<file path="config.mk">
export PLATFORM = sky130hd
export DESIGN_NAME = regfile_wb_arbiter_flat
export DESIGN_NICKNAME = d
export VERILOG_FILES = /design/src/rtl/regfile_wb_arbiter_if.sv /design/src/rtl/regfile_wb_arbiter.sv /design/src/flat_wrapper.sv
export SDC_FILE = /design/constraint.sdc
export NUM_CORES = 1
export LEC_CHECK = 0
export ABC_AREA = 1
export CAP_MARGIN = 15
export CORE_MARGIN = 4
export CORE_UTILIZATION = 40
export DETAILED_ROUTE_END_ITERATION = 16
export PLACE_DENSITY = 0.8
export SLEW_MARGIN = 20
export SYNTH_ARGS = -nofsm -noshare
export SYNTH_HDL_FRONTEND = slang
export SYNTH_SLANG_ARGS = --single-unit
</file>
<file path="constraint.sdc">
create_clock -name clk -period 2.63 [get_ports clk]
set_input_delay 0.526 -clock clk [delete_from_list [all_inputs] [get_ports clk]]
set_output_delay 0.526 -clock clk [all_outputs]
set_load 0.1 [all_outputs]
</file>
<file path="src/rtl/regfile_wb_arbiter_if.sv">
// Writeback bus between the two requesters and the Register_File write-port arbiter.
// The arbiter uses the slave modport; the requester side uses the master modport.
interface regfile_wb_arbiter_if #(
  parameter int N      = 32,
  parameter int ADDR_W = 5
);
  logic              A_Valid_i;
  logic [ADDR_W-1:0] A_Register_i;
  logic [N-1:0]      A_Data_i;
  logic              A_Ready_o;
  logic              B_Valid_i;
  logic [ADDR_W-1:0] B_Register_i;
  logic [N-1:0]      B_Data_i;
  logic              B_Ready_o;
  logic              Init_Busy_o;
  logic [1:0]        Grant_o;
  logic              Reg_Write_o;
  logic [ADDR_W-1:0] Write_Register_o;
  logic [N-1:0]      Write_Data_o;

  modport slave (
    input  A_Valid_i, A_Register_i, A_Data_i,
    input  B_Valid_i, B_Register_i, B_Data_i,
    output A_Ready_o, B_Ready_o, Init_Busy_o, Grant_o,
    output Reg_Write_o, Write_Register_o, Write_Data_o
  );

  modport master (
    output A_Valid_i, A_Register_i, A_Data_i,
    output B_Valid_i, B_Register_i, B_Data_i,
    input  A_Ready_o, B_Ready_o, Init_Busy_o, Grant_o,
    input  Reg_Write_o, Write_Register_o, Write_Data_o
  );
endinterface

</file>
<file path="src/rtl/regfile_wb_arbiter.sv">
// Single Register_File write port shared round-robin by ALU (A) and load (B) writeback,
// preceded by a post-reset zero-fill of registers 1..NUM_REGS-1.
module regfile_wb_arbiter #(
  parameter int N        = 32,
  parameter int ADDR_W   = 5,
  parameter int NUM_REGS = 32
) (
  input  logic clk,
  input  logic reset,
  regfile_wb_arbiter_if.slave wb
);
  localparam int CNT_W = (NUM_REGS > 2) ? $clog2(NUM_REGS) : 1;
  localparam logic [CNT_W-1:0] LAST_IDX = CNT_W'(NUM_REGS - 1);

  typedef enum logic {INIT, ARB} state_t;
  typedef struct packed {
    logic              vld;
    logic [ADDR_W-1:0] idx;
    logic [N-1:0]      data;
  } wb_req_t;

  state_t            state_q, state_d;
  logic [CNT_W-1:0]  cnt_q, cnt_d;
  logic              last_b_q, last_b_d;
  logic              wr_q, wr_d;
  logic [ADDR_W-1:0] idx_q, idx_d;
  logic [N-1:0]      data_q, data_d;
  logic [1:0]        grant_q, grant_d;

  wb_req_t [1:0] req;
  logic    [1:0] rdy;
  logic          win;

  assign req[0] = {wb.A_Valid_i, wb.A_Register_i, wb.A_Data_i};
  assign req[1] = {wb.B_Valid_i, wb.B_Register_i, wb.B_Data_i};

  // Contention goes to whichever requester did not win the last transfer.
  always_comb begin
    rdy = '0;
    if (state_q == ARB) begin
      if (req[0].vld && req[1].vld) rdy = last_b_q ? 2'b01 : 2'b10;
      else                          rdy = {req[1].vld, req[0].vld};
    end
  end

  always_comb begin
    state_d  = state_q;
    cnt_d    = cnt_q;
    last_b_d = last_b_q;
    wr_d     = 1'b0;
    idx_d    = idx_q;
    data_d   = data_q;
    grant_d  = '0;
    win      = rdy[1];
    case (state_q)
      INIT: begin
        wr_d   = 1'b1;
        idx_d  = ADDR_W'(cnt_q);
        data_d = '0;
        if (cnt_q == LAST_IDX) state_d = ARB;
        else                   cnt_d   = cnt_q + 1'b1;
      end
      ARB: begin
        if (|rdy) begin
          grant_d  = rdy;
          idx_d    = req[win].idx;
          data_d   = req[win].data;
          // register 0 is hardwired: handshake completes but the write is dropped
          wr_d     = |req[win].idx;
          last_b_d = win;
        end
      end
      default: state_d = INIT;
    endcase
  end

  always_ff @(posedge clk or negedge reset) begin
    if (!reset) begin
      state_q  <= INIT;
      cnt_q    <= CNT_W'(1);
      last_b_q <= 1'b1;
      wr_q     <= 1'b0;
      idx_q    <= '0;
      data_q   <= '0;
      grant_q  <= '0;
    end else begin
      state_q  <= state_d;
      cnt_q    <= cnt_d;
      last_b_q <= last_b_d;
      wr_q     <= wr_d;
      idx_q    <= idx_d;
      data_q   <= data_d;
      grant_q  <= grant_d;
    end
  end

  assign wb.A_Ready_o        = rdy[0];
  assign wb.B_Ready_o        = rdy[1];
  assign wb.Init_Busy_o      = (state_q == INIT);
  assign wb.Grant_o          = grant_q;
  assign wb.Reg_Write_o      = wr_q;
  assign wb.Write_Register_o = idx_q;
  assign wb.Write_Data_o     = data_q;
endmodule

</file>
<file path="src/flat_wrapper.sv">
// flat-port wrapper written by rule: the top's interface ports become plain ports
module regfile_wb_arbiter_flat 
#(
  parameter int N        = 32,
  parameter int ADDR_W   = 5,
  parameter int NUM_REGS = 32
)
  (clk, reset, wb_A_Valid_i, wb_A_Register_i, wb_A_Data_i, wb_B_Valid_i, wb_B_Register_i, wb_B_Data_i, wb_A_Ready_o, wb_B_Ready_o, wb_Init_Busy_o, wb_Grant_o, wb_Reg_Write_o, wb_Write_Register_o, wb_Write_Data_o);
  regfile_wb_arbiter_if #(.N(N), .ADDR_W(ADDR_W)) wb_i ();
  input  logic clk;
  input  logic reset;
  input wire logic [$bits(wb_i.A_Valid_i)-1:0] wb_A_Valid_i;
  input wire logic [$bits(wb_i.A_Register_i)-1:0] wb_A_Register_i;
  input wire logic [$bits(wb_i.A_Data_i)-1:0] wb_A_Data_i;
  input wire logic [$bits(wb_i.B_Valid_i)-1:0] wb_B_Valid_i;
  input wire logic [$bits(wb_i.B_Register_i)-1:0] wb_B_Register_i;
  input wire logic [$bits(wb_i.B_Data_i)-1:0] wb_B_Data_i;
  output wire logic [$bits(wb_i.A_Ready_o)-1:0] wb_A_Ready_o;
  output wire logic [$bits(wb_i.B_Ready_o)-1:0] wb_B_Ready_o;
  output wire logic [$bits(wb_i.Init_Busy_o)-1:0] wb_Init_Busy_o;
  output wire logic [$bits(wb_i.Grant_o)-1:0] wb_Grant_o;
  output wire logic [$bits(wb_i.Reg_Write_o)-1:0] wb_Reg_Write_o;
  output wire logic [$bits(wb_i.Write_Register_o)-1:0] wb_Write_Register_o;
  output wire logic [$bits(wb_i.Write_Data_o)-1:0] wb_Write_Data_o;
  assign wb_i.A_Valid_i = wb_A_Valid_i;
  assign wb_i.A_Register_i = wb_A_Register_i;
  assign wb_i.A_Data_i = wb_A_Data_i;
  assign wb_i.B_Valid_i = wb_B_Valid_i;
  assign wb_i.B_Register_i = wb_B_Register_i;
  assign wb_i.B_Data_i = wb_B_Data_i;
  assign wb_A_Ready_o = wb_i.A_Ready_o;
  assign wb_B_Ready_o = wb_i.B_Ready_o;
  assign wb_Init_Busy_o = wb_i.Init_Busy_o;
  assign wb_Grant_o = wb_i.Grant_o;
  assign wb_Reg_Write_o = wb_i.Reg_Write_o;
  assign wb_Write_Register_o = wb_i.Write_Register_o;
  assign wb_Write_Data_o = wb_i.Write_Data_o;
  regfile_wb_arbiter #(.N(N), .ADDR_W(ADDR_W), .NUM_REGS(NUM_REGS)) u_core (.clk(clk), .reset(reset), .wb(wb_i));
endmodule
</file>
# Word level (Yosys, flattened, before mapping)
# Cells that the tools add are included.
# totals
reg_bits,47
input_bits,78
out_inout_bits,43
elab_cells,33
# op_classes
add_sub_neg,1
order_cmp,1
n_eq_ne,2
n_mux,15
bitwise_logic,2
n_reduce_logical,5
# ops
cell,n
2-to-1 mux 37 bit,2
case mux 32 bit (2 select lines),1
2-to-1 mux 32 bit,1
2-to-1 mux 2 bit,5
case mux 5 bit (2 select lines),1
adder 5 x 1 -> 5 bit (second input constant),1
equality test 5 bit (second input constant),1
2-to-1 mux 5 bit,1
OR reduction 5 bit,1
AND reduction 2 bit,2
2-to-1 mux 1 bit,3
< comparator 1 x 2 -> 1 bit (second input constant),1
!= test 2 bit (second input constant),1
NOT 1 bit,2
case mux 1 bit (2 select lines),1
OR reduction 2 bit,1
logical AND 1 bit,1

# Depth between registers and ports, before layout
# Gate-level depths: netlist of the first run.
# depth
ltp_word,8
mapped_depth,9

# Least setup slack after synthesis of the first run
# No wires, ideal clock.
# synth_path
path_kind,register -> output
start,register u_core.state_q
end,output port wb_A_Ready_o
t_arrival_ps,3315
t_required_ps,2104
path_slack_ps,-1211
stages_incl_launch_ff,3
path_buffers,0
path_cell_list,dfrtp_1 inv_1 a211oi_1
# synth_via
elab_chain_cells,1
# synth_lines
element,line_no,text
"start, declared",regfile_wb_arbiter.sv:22,"state_t state_q, state_d;"
"start signal, assigned",regfile_wb_arbiter.sv:87,state_q <= state_d;
2-to-1 mux 2 bit,regfile_wb_arbiter.sv:40,if (state_q == ARB) begin
"end, declared",flat_wrapper.sv:18,output wire logic [$bits(wb_i.A_Ready_o)-1:0] wb_A_Ready_o;
# Every way passes these cells.

# Worst setup path after layout of the first run
# layout_path
start,input port wb_A_Valid_i
end,output port wb_A_Ready_o
# layout_via
elab_chain_cells,3
# layout_lines
element,line_no,text
"start, declared",flat_wrapper.sv:12,input wire logic [$bits(wb_i.A_Valid_i)-1:0] wb_A_Valid_i;
logical AND 1 bit,regfile_wb_arbiter.sv:41,if (req[0].vld && req[1].vld) rdy = last_b_q ? 2'b01 : 2'b10;
2-to-1 mux 2 bit (*),regfile_wb_arbiter.sv:41,
2-to-1 mux 2 bit (*),regfile_wb_arbiter.sv:40,
# Mark *: on every way between the ends. The rest lies on a longest branch, timed or not.

==> results.rst, run 1 <==
.. list-table::
   :header-rows: 1

   * - Metric
     - Value
   * - Routability Congestion
     - 0.796
   * - Signed area change from the synthesized netlist to the final layout
     - 57.7%
   * - Io pins
     - 121
   * - RSZ-0062 raised after global routing
     - false
   * - Global-route wire length before repair
     - 10.1 mm
   * - Clk slew on worst S/H paths
     - 0.09 ns
   * - Worst endpoint required time
     - 2.10 ns
   * - Total chip power
     - 0.00236 W
   * - Number of enable-type register cells in the synthesized netlist
     - 0
   * - Share of layout cells above drive strength 1
     - 18.1%
   * - Post-layout nets
     - 460
   * - Average vias per placed instance
     - 4.94
   * - Async SR Flop Fraction
     - 100%
   * - Outcome
     - finished clean
   * - Worst Setup Start Kind
     - primary input
   * - Flip-flop cell with the highest count after synthesis
     - dfrtp_1
   * - Max-cap check violation count
     - 0
   * - Post-detailed-placement cell area
     - 3390 sq um
   * - Leading post-synthesis cells by instance count
     - nand2_1 (61), o21ai_1 (48), dfrtp_1 (45)
   * - Maximum number of pins on one net before global-route repair
     - 38
   * - Post-CTS Hold Fix Bufs
     - 0
   * - Remaining Overflow, GRT
     - 0
   * - TritonCTS clock tree
     - yes
   * - Largest cells by area after synthesis
     - dfrtp_1 (51%), o21ai_1 (11%), nand2_1 (10%)
   * - Detailed-route via count
     - 2,229
   * - Starting density of the core
     - 42.4%
   * - Number of failing hold endpoints at the final stage
     - 0
   * - Cell leakage power
     - 1.57 nW
   * - Gate Count Post-Synth
     - 260
   * - Upper clock frequency limit
     - 438 MHz
   * - Gr usage total
     - 19.6%
   * - Initial antenna violation count
     - 0
   * - Clock Root Buffer
     - clkbuf_8
   * - Vias in the first global route
     - 2,142
   * - Most used standard cell by instance count after synthesis
     - nand2_1
   * - Setup CP Type
     - primary input to primary output
   * - Core area
     - 5240 sq um
   * - Final wirelength
     - 6.52 mm
   * - Worst-Skew Late Latency
     - 0.29 ns
   * - Residual antenna-violating net count after detailed routing
     - 0
   * - Number of buffers between clock root and the deepest sink
     - 2
   * - Initial drt markers
     - 134
   * - Setup_tns
     - 0 ns
   * - Sequential cell area fraction in the yosys report
     - 53.1%
   * - Ratio of final minimum period to clock period
     - 86.8%
   * - Count of yosys warnings during synthesis
     - 0
   * - Final HPWL from detailed placement
     - 4.84 mm
   * - Area enclosed by the die boundary
     - 6810 sq um
   * - Number of antenna repair diodes
     - 0
   * - Worst VDD drop
     - 356 uV
   * - Area of the mapped netlist
     - 2220 sq um
   * - First-pass iteration count of the detailed router
     - 4
   * - Cell area after layout
     - 3500 sq um
   * - # clock sinks
     - 47
   * - Wire per inst
     - 14.5 um
   * - Areal power density over the cells
     - 673 nW/um^2
   * - Setup bufs post-CTS
     - 0
   * - Resized cells post-CTS
     - 0
   * - Count of distinct cell types in the synthesized netlist
     - 26
   * - DRC errors left
     - 0
   * - Cts bufs inserted
     - 5
   * - Synth Register Bits
     - 47
   * - Class of the most critical hold timing path
     - primary input to asynchronous set/reset pin
   * - Port-buffer cells
     - 120
   * - Share of the synthesized area in the top cell type
     - 50.7%
   * - Synthesized area per cell
     - 8.54 sq um
   * - Vertical die dimension
     - 82.5 um
   * - Fin util
     - 66.9%
   * - Worst rel slew slack
     - 61.9%
   * - Minimum period implied by the final worst setup slack
     - 2.28 ns
   * - Final hold slack
     - 0.0977 ns
   * - Largest fanout on the critical path
     - 5
   * - Horizontal extent of the die
     - 82.5 um
   * - Clock H-tree levels
     - 2
   * - Pins Over Slew Limit
     - 0
   * - # fillers
     - 471
   * - Pin slew with the least headroom to its limit
     - 0.570 ns
   * - Total number of placement rows
     - 26
   * - Setup-violating endpoint count in the final report
     - 0
   * - Sort of element at the end of the critical path
     - primary output
   * - Setup clock skew after layout
     - 0.0145 ns
   * - Data arrival time of the critical path
     - 1.76 ns
   * - Synthesized netlist net count
     - 340
   * - Cell taking the most area after synthesis
     - dfrtp_1
==> critical path, stage by stage <==
cell and delay (ns):
clkdlybuf4s50_1 0.61, inv_1 0.13, a211oi_4 0.28, buf_12 0.21
==> per-layer routing <==
layer  wire length [um]  track usage, %  vias up
met1               2700            25.2     1029
li1                   -               -     1094
met2               3100            32.7       94
met4                108            6.05        0
met5                  0               0        -
met3                616            4.66       12
==> kinds of logic after synthesis <==
family | Yosys count | synth area share [%]
simple gates | 108 | 19.4
flops | 47 | 53.1
fa+ha+maj | 2 | 1.13
buf+inv | 24 | 6.53
xor+xnor | 3 | 1.18
compound gates | 76 | 18.6
==> layout make-up <==
type | instances | area, sq um | share of cell area (%)
inverter | 12 | 46.3 | 1.32
clock inverter | 2 | 35.0 | 1.00
multi-input combinational | 189 | 910 | 26.0
timing repair buffer | 125 | 1160 | 33.2
clock buffer | 6 | 82.6 | 2.36
sequential | 47 | 1180 | 33.6
tap | 70 | 87.6 | 2.50
==> layout by cell type, fill, tap and decap left out <==
cell / Yosys / routed
clkdlybuf4s50_1: 0 / 76
nand2_1: 61 / 61
o21ai_1: 48 / 48
buf_4: 2 / 45
dfrtp_1: 45 / 45
nor2_1: 38 / 38
o21ai_0: 17 / 17
inv_1: 9 / 9
clkbuf_8: 0 / 6
nand3_1: 5 / 5
a22oi_1: 3 / 3
buf_12: 0 / 3
nand2_4: 2 / 2
clkinv_2: 1 / 2
o21ai_2: 2 / 2
a21oi_1: 2 / 2
inv_2: 2 / 2
xor2_1: 2 / 2
ha_1: 2 / 2
dfstp_2: 2 / 2
a21oi_4: 1 / 1
a211oi_4: 0 / 1
a211oi_1: 2 / 1
nor2_2: 1 / 1
o211ai_1: 1 / 1
nand4_1: 1 / 1
xnor2_1: 1 / 1
bufinv_16: 0 / 1
buf_2: 4 / 1
==> power breakdown <==
part | internal [W] | leakage, nW | switching, W
combinational | 0.000260 | 0.977 | 0.000721
clock | 0.000308 | 0.0612 | 0.000231
sequential | 0.000795 | 0.535 | 0.0000425
total | 0.00136 | 1.57 | 0.000994
==> state kept, by name (all words and copies together), names as in the netlist <==
name	cells
u_core.wb.Write_Data_o	32
u_core.cnt_q	5
u_core.wb.Write_Register_o	5
u_core.wb.Grant_o	2
u_core.last_b_q	1
u_core.state_q	1
u_core.wb.Reg_Write_o	1
==> final timing paths <==
check / startpoint / to / slack, ns / cells after the start
setup / recovery: wb_A_Valid_i / wb_A_Ready_o / 0.35 / 4
hold / removal: reset / u_core.wb.Write_Register_o[0] / 0.1 / 1
setup reg to reg: u_core.cnt_q[1] / u_core.cnt_q[3] / 0.94 / 7
hold reg to reg: u_core.wb.Write_Data_o[25] / u_core.wb.Write_Data_o[25] / 0.49 / 2
max in group asynchronous: reset / u_core.cnt_q[0] / 1.94 / 2
min in group clk: u_core.wb.Write_Data_o[25] / u_core.wb.Write_Data_o[25] / 0.49 / 2
==> per-stage QoR <==
step,std cells,setup slack (ns)
final,451,0.348
after floorplan,260,0.159
after global routing,451,0.296
after CTS,451,0.340
after global placement,443,0.377
after detailed placement,443,0.357
Power figures use the tool's default switching activity.
==> run 2, diff against run 1 <==
ABC_AREA = default   (was 1)
==> run 2 against run 1 <==
Combinational power rose by 1%. Power fell by 4.8%. First-iteration DRC count fell by 28%. Register-to-register slack got worse by 0.18 ns. Largest power group unchanged. Highest routed layer unchanged.
==> results.rst, run 2 <==
.. list-table::
   :header-rows: 1

   * - Metric
     - Value
   * - Fin util
     - 64.0% (was 66.9%)
   * - Cell leakage power
     - 1.59 nW (was 1.57 nW)
   * - Clock H-tree levels
     - 2 (unchanged)
   * - Vertical die dimension
     - 83.2 um (was 82.5 um)
   * - Share of the synthesized area in the top cell type
     - 49.8% (was 50.7%)
   * - Data arrival time of the critical path
     - 1.73 ns (was 1.76 ns)
   * - Clk slew on worst S/H paths
     - 0.08 ns (was 0.09 ns)
   * - Synthesized area per cell
     - 10.8 sq um (was 8.54 sq um)
   * - Remaining Overflow, GRT
     - 0 (unchanged)
   * - Number of enable-type register cells in the synthesized netlist
     - 0 (unchanged)
   * - Global-route wire length before repair
     - 10.2 mm (was 10.1 mm)
   * - Flip-flop count of the largest register after layout
     - 32 (unchanged)
   * - Total number of placement rows
     - 27 (was 26)
   * - Cell taking the most area after synthesis
     - dfrtp_1 (unchanged)
   * - Routability Congestion
     - 0.765 (was 0.796)
   * - Maximum number of pins on one net before global-route repair
     - 48 (was 38)
   * - Upper clock frequency limit
     - 443 MHz (was 438 MHz)
   * - Leading post-synthesis cells by instance count
     - dfrtp_1 (45), mux2i_1 (35), o21ai_1 (34) (was nand2_1 (61), o21ai_1 (48), dfrtp_1 (45))
   * - Resized cells post-CTS
     - 0 (unchanged)
   * - Synth Register Bits
     - 47 (unchanged)
   * - Number of cells on the worst reg-to-reg path
     - 5 (was 7)
   * - Largest cells by area after synthesis
     - dfrtp_1 (50%), mux2i_1 (15%), o21ai_1 (7.5%) (was dfrtp_1 (51%), o21ai_1 (11%), nand2_1 (10%))
   * - Sequential cell area fraction in the yosys report
     - 52.1% (was 53.1%)
   * - Pins Over Slew Limit
     - 0 (unchanged)
   * - Max-cap check violation count
     - 0 (unchanged)
   * - Areal power density over the cells
     - 637 nW/um^2 (was 673 nW/um^2)
   * - Setup bufs post-CTS
     - 0 (unchanged)
   * - Residual antenna-violating net count after detailed routing
     - 0 (unchanged)
   * - RSZ-0062 raised after global routing
     - false (unchanged)
   * - Worst Setup Start Kind
     - primary input (unchanged)
   * - Vias in the first global route
     - 2,113 (was 2,142)
   * - Gr usage total
     - 18.2% (was 19.6%)
   * - Post-CTS Hold Fix Bufs
     - 0 (unchanged)
   * - Total chip power
     - 0.00224 W (was 0.00236 W)
   * - Count of distinct cell types in the synthesized netlist
     - 33 (was 26)
   * - Gate Count Post-Synth
     - 210 (was 260)
   * - TritonCTS clock tree
     - yes (unchanged)
   * - Largest fanout on the critical path
     - 6 (was 5)
   * - Outcome
     - finished clean (unchanged)
   * - Most frequent cells in the layout
     - clkdlybuf4s50_1 (76), buf_4 (47), dfrtp_1 (45) (was clkdlybuf4s50_1 (76), nand2_1 (61), o21ai_1 (48))
   * - Share of layout cells above drive strength 1
     - 19.8% (was 18.1%)
   * - DRC errors left
     - 0 (unchanged)
   * - Setup-violating endpoint count in the final report
     - 0 (unchanged)
   * - Endpoint of the worst-slack reg-to-reg timing path
     - u_core.cnt_q[1] (was u_core.cnt_q[3])
   * - Synthesized netlist net count
     - 290 (was 340)
   * - Most common cell after layout, fill and taps aside
     - clkdlybuf4s50_1 (unchanged)
   * - Clock Root Buffer
     - clkbuf_8 (unchanged)
   * - # fillers
     - 464 (was 471)
   * - Sequential cell area
     - 1180 sq um (unchanged)
   * - Average vias per placed instance
     - 4.99 (was 4.94)
   * - Worst rel slew slack
     - 61.0% (was 61.9%)
   * - Horizontal extent of the die
     - 83.2 um (was 82.5 um)
   * - Core area
     - 5510 sq um (was 5240 sq um)
   * - Area enclosed by the die boundary
     - 6920 sq um (was 6810 sq um)
   * - Flop-to-flop setup slack
     - 0.76 ns (was 0.94 ns)
   * - Final HPWL from detailed placement
     - 4.61 mm (was 4.84 mm)
   * - Multi-input combinational cell area
     - 968 sq um (was 910 sq um)
   * - First-pass iteration count of the detailed router
     - 4 (unchanged)
   * - Port-buffer cells
     - 120 (unchanged)
   * - Setup CP Type
     - primary input to primary output (unchanged)
   * - # clock sinks
     - 47 (unchanged)
   * - Detailed-route via count
     - 1,997 (was 2,229)
   * - Most used standard cell by instance count after synthesis
     - dfrtp_1 (was nand2_1)
   * - Setup_tns
     - 0 ns (unchanged)
   * - Class of the most critical hold timing path
     - primary input to asynchronous set/reset pin (unchanged)
   * - Starting density of the core
     - 41.1% (was 42.4%)
   * - Cts bufs inserted
     - 5 (unchanged)
   * - Setup clock skew after layout
     - 0.00321 ns (was 0.0145 ns)
   * - Number of failing hold endpoints at the final stage
     - 0 (unchanged)
   * - Count of yosys warnings during synthesis
     - 0 (unchanged)
   * - Minimum period implied by the final worst setup slack
     - 2.26 ns (was 2.28 ns)
   * - Worst-Skew Late Latency
     - 0.30 ns (was 0.29 ns)
   * - Initial antenna violation count
     - 0 (unchanged)
   * - Number of antenna repair diodes
     - 0 (unchanged)
   * - Crit Reg-Reg Startpoint
     - u_core.cnt_q[1] (unchanged)
   * - Initial drt markers
     - 97 (was 134)
   * - Flip-flop cell with the highest count after synthesis
     - dfrtp_1 (unchanged)
   * - Worst endpoint required time
     - 2.10 ns (about the same)
   * - Post-layout nets
     - 407 (was 460)
   * - Ratio of final minimum period to clock period
     - 85.8% (was 86.8%)
   * - Sort of element at the end of the critical path
     - primary output (unchanged)
   * - Final hold slack
     - 0.308 ns (was 0.0977 ns)
   * - Area of the mapped netlist
     - 2260 sq um (was 2220 sq um)
   * - Signed area change from the synthesized netlist to the final layout
     - 55.7% (was 57.7%)
   * - Wire per inst
     - 15.1 um (was 14.5 um)
   * - Async SR Flop Fraction
     - 100% (unchanged)
   * - Final wirelength
     - 6.03 mm (was 6.52 mm)
   * - Worst VDD drop
     - 313 uV (was 356 uV)
   * - Pin slew with the least headroom to its limit
     - 0.585 ns (was 0.570 ns)
   * - Io pins
     - 121 (unchanged)
   * - Number of buffers between clock root and the deepest sink
     - 2 (unchanged)
-- run 2: worst max-delay path by stage --
stage | from | to
5_1_grt | wb_A_Valid_i | wb_A_Ready_o
6_report | wb_A_Valid_i | wb_A_Ready_o
3_3_place_gp | wb_A_Valid_i | wb_A_Ready_o
3_5_place_dp | wb_A_Valid_i | wb_A_Ready_o
2_1_floorplan | u_core.state_q | wb_A_Ready_o
4_1_cts | wb_A_Valid_i | wb_A_Ready_o
-- run 2: power by group --
part	total [W]	switching [W]	internal [W]
combinational	0.000993	0.000714	0.000280
sequential	0.000838	0.0000414	0.000796
clock	0.000413	0.000224	0.000189
total	0.00224	0.000979	0.00127
-- run 2: layout make-up --
cell class	count	share of cell area, %
clock buffers	8	2.27
inverters	7	0.746
multi-input cells	139	27.5
flip-flops and latches	47	33.5
well taps	72	2.56
repair buffers	127	33.5
-- run 2: critical path, stage by stage --
cell,delay (ns)
clkdlybuf4s50_1,0.64
o21ai_1,0.18
nor2_2,0.19
buf_12,0.20
-- run 2: per-stage QoR --
stage | area, sq um | setup WS, ns | cells
floorplan | 2260 | 0.211 | 210
global placement | 3440 | 0.423 | 392
detailed placement | 3440 | 0.385 | 392
CTS | 3520 | 0.384 | 400
global route | 3520 | 0.306 | 400
finish | 3520 | 0.374 | 400
-- run 2: cells by family (layout without fill, tap and decap cells) --
family	count (synthesis)	in the layout	synth area share (%)
AOI/OAI and AO/OA	52	52	13.6
DFF	47	47	52.1
and+or+nand+nor	45	45	10.0
muxes	37	37	16.5
buffers and inverters	24	142	5.53
xor gates and xnor gates	3	3	1.16
adders and majority gates	2	2	1.11
-- run 2: routing by layer --
layer  up-vias  GRT usage, %  wire (um)  part of all wire, %
met3         8          6.65        541                  9.0
met5         -             0          0                    0
met1       906          21.2       2470                   41
met2        92          30.8       2920                   48
met4         0          6.09         95                  1.6
li1        991             -          -                    -
==> run 3, diff against run 2 <==
PLACE_DENSITY = 0.82   (was 0.8)
==> run 3 against run 2 <==
Clock skew up 0.0044 ns. First-iteration DRC count decreased by 14%. Utilization up 0.25 points. Via count is the same. Non-clock buffer count unchanged. Wire length decreased by 3.0%. Worst hold slack worse by 0.0018 ns. Clock-buffer cell count down 1. Register-to-register slack better by 0.05 ns. Combinational power hardly changed. Critical path depth unchanged. Power decreased by 0.62%. Critical endpoint unchanged. Largest cell class is now buffers.
==> results.rst, run 3 (same netlist as run 2, synthesis figures left out) <==
.. list-table::
   :header-rows: 1

   * - Metric
     - Value
   * - Met2 Wirelength
     - 2.94 mm (was 2.92 mm)
   * - Final HPWL from detailed placement
     - 4.56 mm (was 4.61 mm)
   * - Upper clock frequency limit
     - 448 MHz (was 443 MHz)
   * - Setup bufs post-CTS
     - 0 (unchanged)
   * - Vertical die dimension
     - 83.2 um (unchanged)
   * - Number of buffers between clock root and the deepest sink
     - 2 (unchanged)
   * - Largest fanout on the critical path
     - 6 (unchanged)
   * - Number of cells on the worst reg-to-reg path
     - 5 (unchanged)
   * - Post-layout nets
     - 407 (unchanged)
   * - Worst rel slew slack
     - 61.3% (was 61.0%)
   * - Number of failing hold endpoints at the final stage
     - 0 (unchanged)
   * - Number of instances in the placed design
     - 392 (unchanged)
   * - Setup_tns
     - 0 ns (unchanged)
   * - Residual antenna-violating net count after detailed routing
     - 0 (unchanged)
   * - Reported net switching power
     - 0.000966 W (was 0.000979 W)
   * - Setup clock skew after layout
     - 0.00765 ns (was 0.00321 ns)
   * - CP max stage cell
     - clkdlybuf4s50_1 (unchanged)
   * - # clock sinks
     - 47 (unchanged)
   * - Minimum period implied by the final worst setup slack
     - 2.23 ns (was 2.26 ns)
   * - DRC errors left
     - 0 (unchanged)
   * - Most frequent cells in the layout
     - clkdlybuf4s50_1 (76), buf_4 (46), dfrtp_1 (45) (was clkdlybuf4s50_1 (76), buf_4 (47), dfrtp_1 (45))
   * - Total number of placement rows
     - 27 (unchanged)
   * - Combinational Power Share
     - 44.5% (was 44.3%)
   * - Io pins
     - 121 (unchanged)
   * - Cts bufs inserted
     - 5 (unchanged)
   * - Remaining Overflow, GRT
     - 0 (unchanged)
   * - Worst-Skew Late Latency
     - 0.29 ns (was 0.30 ns)
   * - Clock Root Buffer
     - clkbuf_8 (unchanged)
   * - Class of the most critical hold timing path
     - primary input to asynchronous set/reset pin (unchanged)
   * - Number of antenna repair diodes
     - 0 (unchanged)
   * - Most common cell after layout, fill and taps aside
     - clkdlybuf4s50_1 (unchanged)
   * - Pins Over Slew Limit
     - 0 (unchanged)
   * - Number of buffer and inverter stages on the critical path
     - 2 (unchanged)
   * - First-pass iteration count of the detailed router
     - 4 (unchanged)
   * - Sequential cell fraction of total power
     - 37.5% (was 37.3%)
   * - Critical path destination
     - wb_A_Ready_o (unchanged)
   * - Pin slew with the least headroom to its limit
     - 0.581 ns (was 0.585 ns)
   * - Max-cap check violation count
     - 0 (unchanged)
   * - Top delay family on crit path
     - buffers and inverters (unchanged)
   * - Share of layout cells above drive strength 1
     - 20.1% (was 19.8%)
   * - Setup-violating endpoint count in the final report
     - 0 (unchanged)
   * - Post-CTS Hold Fix Bufs
     - 0 (unchanged)
   * - Detailed-route via count
     - 1,997 (unchanged)
   * - Switching power share of the total
     - 43.3% (was 43.6%)
   * - Crit Reg-Reg Startpoint
     - u_core.cnt_q[1] (unchanged)
   * - Setup CP Type
     - primary input to primary output (unchanged)
   * - Clk slew on worst S/H paths
     - 0.08 ns (about the same)
   * - Maximum number of pins on one net before global-route repair
     - 68 (was 48)
   * - Endpoint of the worst-slack reg-to-reg timing path
     - u_core.cnt_q[4] (was u_core.cnt_q[1])
   * - Finished Layout Cells
     - 400 (unchanged)
   * - Cell Chain, Critical Path
     - clkdlybuf4s50_1 -> o21ai_1 -> nor2_2 -> buf_12 (unchanged)
   * - Sort of element at the end of the critical path
     - primary output (unchanged)
   * - Depth of the critical timing path with buffers and inverters included
     - 4 (unchanged)
   * - Area enclosed by the die boundary
     - 6920 sq um (unchanged)
   * - Routed wire length on met3
     - 430 um (was 541 um)
   * - Ratio of final minimum period to clock period
     - 84.8% (was 85.8%)
   * - Initial drt markers
     - 83 (was 97)
   * - Horizontal extent of the die
     - 83.2 um (unchanged)
   * - Uppermost layer routed
     - met4 (unchanged)
   * - Average vias per placed instance
     - 4.99 (unchanged)
   * - Clock H-tree levels
     - 2 (unchanged)
   * - Signed area change from the synthesized netlist to the final layout
     - 56.3% (was 55.7%)
   * - Global-route wire length before repair
     - 9.80 mm (was 10.2 mm)
   * - Gr usage total
     - 17.0% (was 18.2%)
   * - Outcome
     - finished clean (unchanged)
   * - Worst VDD drop
     - 325 uV (was 313 uV)
   * - Worst Setup Start Kind
     - primary input (unchanged)
   * - Starting density of the core
     - 41.1% (unchanged)
   * - TritonCTS clock tree
     - yes (unchanged)
   * - Flop-to-flop setup slack
     - 0.81 ns (was 0.76 ns)
   * - Internal portion of total power
     - 0.00126 W (was 0.00127 W)
   * - Initial antenna violation count
     - 0 (unchanged)
   * - Portion of total power attributed to the clock network
     - 18.0% (was 18.4%)
   * - # fillers
     - 476 (was 464)
   * - Port-buffer cells
     - 120 (unchanged)
   * - Vias in the first global route
     - 2,033 (was 2,113)
   * - Flip-flop count of the largest register after layout
     - 32 (unchanged)
   * - Core area
     - 5510 sq um (unchanged)
   * - Areal power density over the cells
     - 631 nW/um^2 (was 637 nW/um^2)
   * - RSZ-0062 raised after global routing
     - false (unchanged)
   * - Worst stage delay on the critical path
     - 0.62 ns (was 0.64 ns)
   * - Worst setup path startpoint
     - wb_A_Valid_i (unchanged)
   * - Data arrival time of the critical path
     - 1.70 ns (was 1.73 ns)
   * - Cell leakage power
     - 1.60 nW (was 1.59 nW)
   * - Resized cells post-CTS
     - 0 (unchanged)
   * - Final wirelength
     - 5.85 mm (was 6.03 mm)
   * - Final hold slack
     - 0.307 ns (was 0.308 ns)
   * - Wire per inst
     - 14.6 um (was 15.1 um)
   * - Met1 wire length
     - 2.38 mm (was 2.47 mm)
   * - Routability Congestion
     - 0.774 (was 0.765)
   * - Worst endpoint required time
     - 2.10 ns (about the same)
## run 3: cell types whose count changed in the layout (fill, tap and decap cells not counted), sizes merged
| cell | delta |
|---|---|
| clkbuf | -1 |
| clkinv | +1 |
## run 3: worst min path at each step
stage                                from                    endpoint  slack (ns)  cells after the start
after floorplan                     reset             u_core.cnt_q[1]        0.23                      0
after global placement    u_core.cnt_q[3]             u_core.cnt_q[3]        0.48                      1
after detailed placement  u_core.last_b_q             u_core.last_b_q        0.49                      2
after CTS                           reset  u_core.wb.Write_Data_o[28]        0.32                      2
after global routing                reset   u_core.wb.Write_Data_o[4]        0.35                      2
final                               reset   u_core.wb.Write_Data_o[1]        0.31                      2
## run 3: power by group through the flow
stage / sequential (W) / combinational, W / clock [W]
after global placement: 0.000848 / 0.000992 / 0
after CTS: 0.000838 / 0.00100 / 0.000423
after floorplan: 0.00137 / 0.000176 / 0
final: 0.000837 / 0.000993 / 0.000401
after detailed placement: 0.000852 / 0.00100 / 0
after global routing: 0.000848 / 0.00103 / 0.000459
## run 3: cell type report
class	count	area [sq um]	share of cell area, %
Timing Repair Buffer	127	1190	33.7
Sequential cell	47	1180	33.3
Multi-Input combinational cell	139	968	27.4
Tap cell	72	90.1	2.55
Clock buffer	7	76.3	2.16
Inverter	7	26.3	0.743
Clock inverter	1	5.00	0.142
## run 3: stage by stage
step	power [W]	utilization (%)	cell area (sq um)	worst slack, ns
2_1_floorplan	0.00155	-	2260	0.211
3_3_place_gp	0.00184	62.7	3450	0.426
3_5_place_dp	0.00185	62.7	3450	0.399
4_1_cts	0.00226	64.2	3540	0.397
5_1_grt	0.00234	64.2	3540	0.336
6_report	0.00223	64.2	3540	0.400
## run 3: per-layer routing
metal / global-route usage [%] / up-vias
met3: 4.76 / 8
li1: - / 992
met2: 29.7 / 78
met1: 20.2 / 919
met4: 5.35 / 0
met5: 0 / -
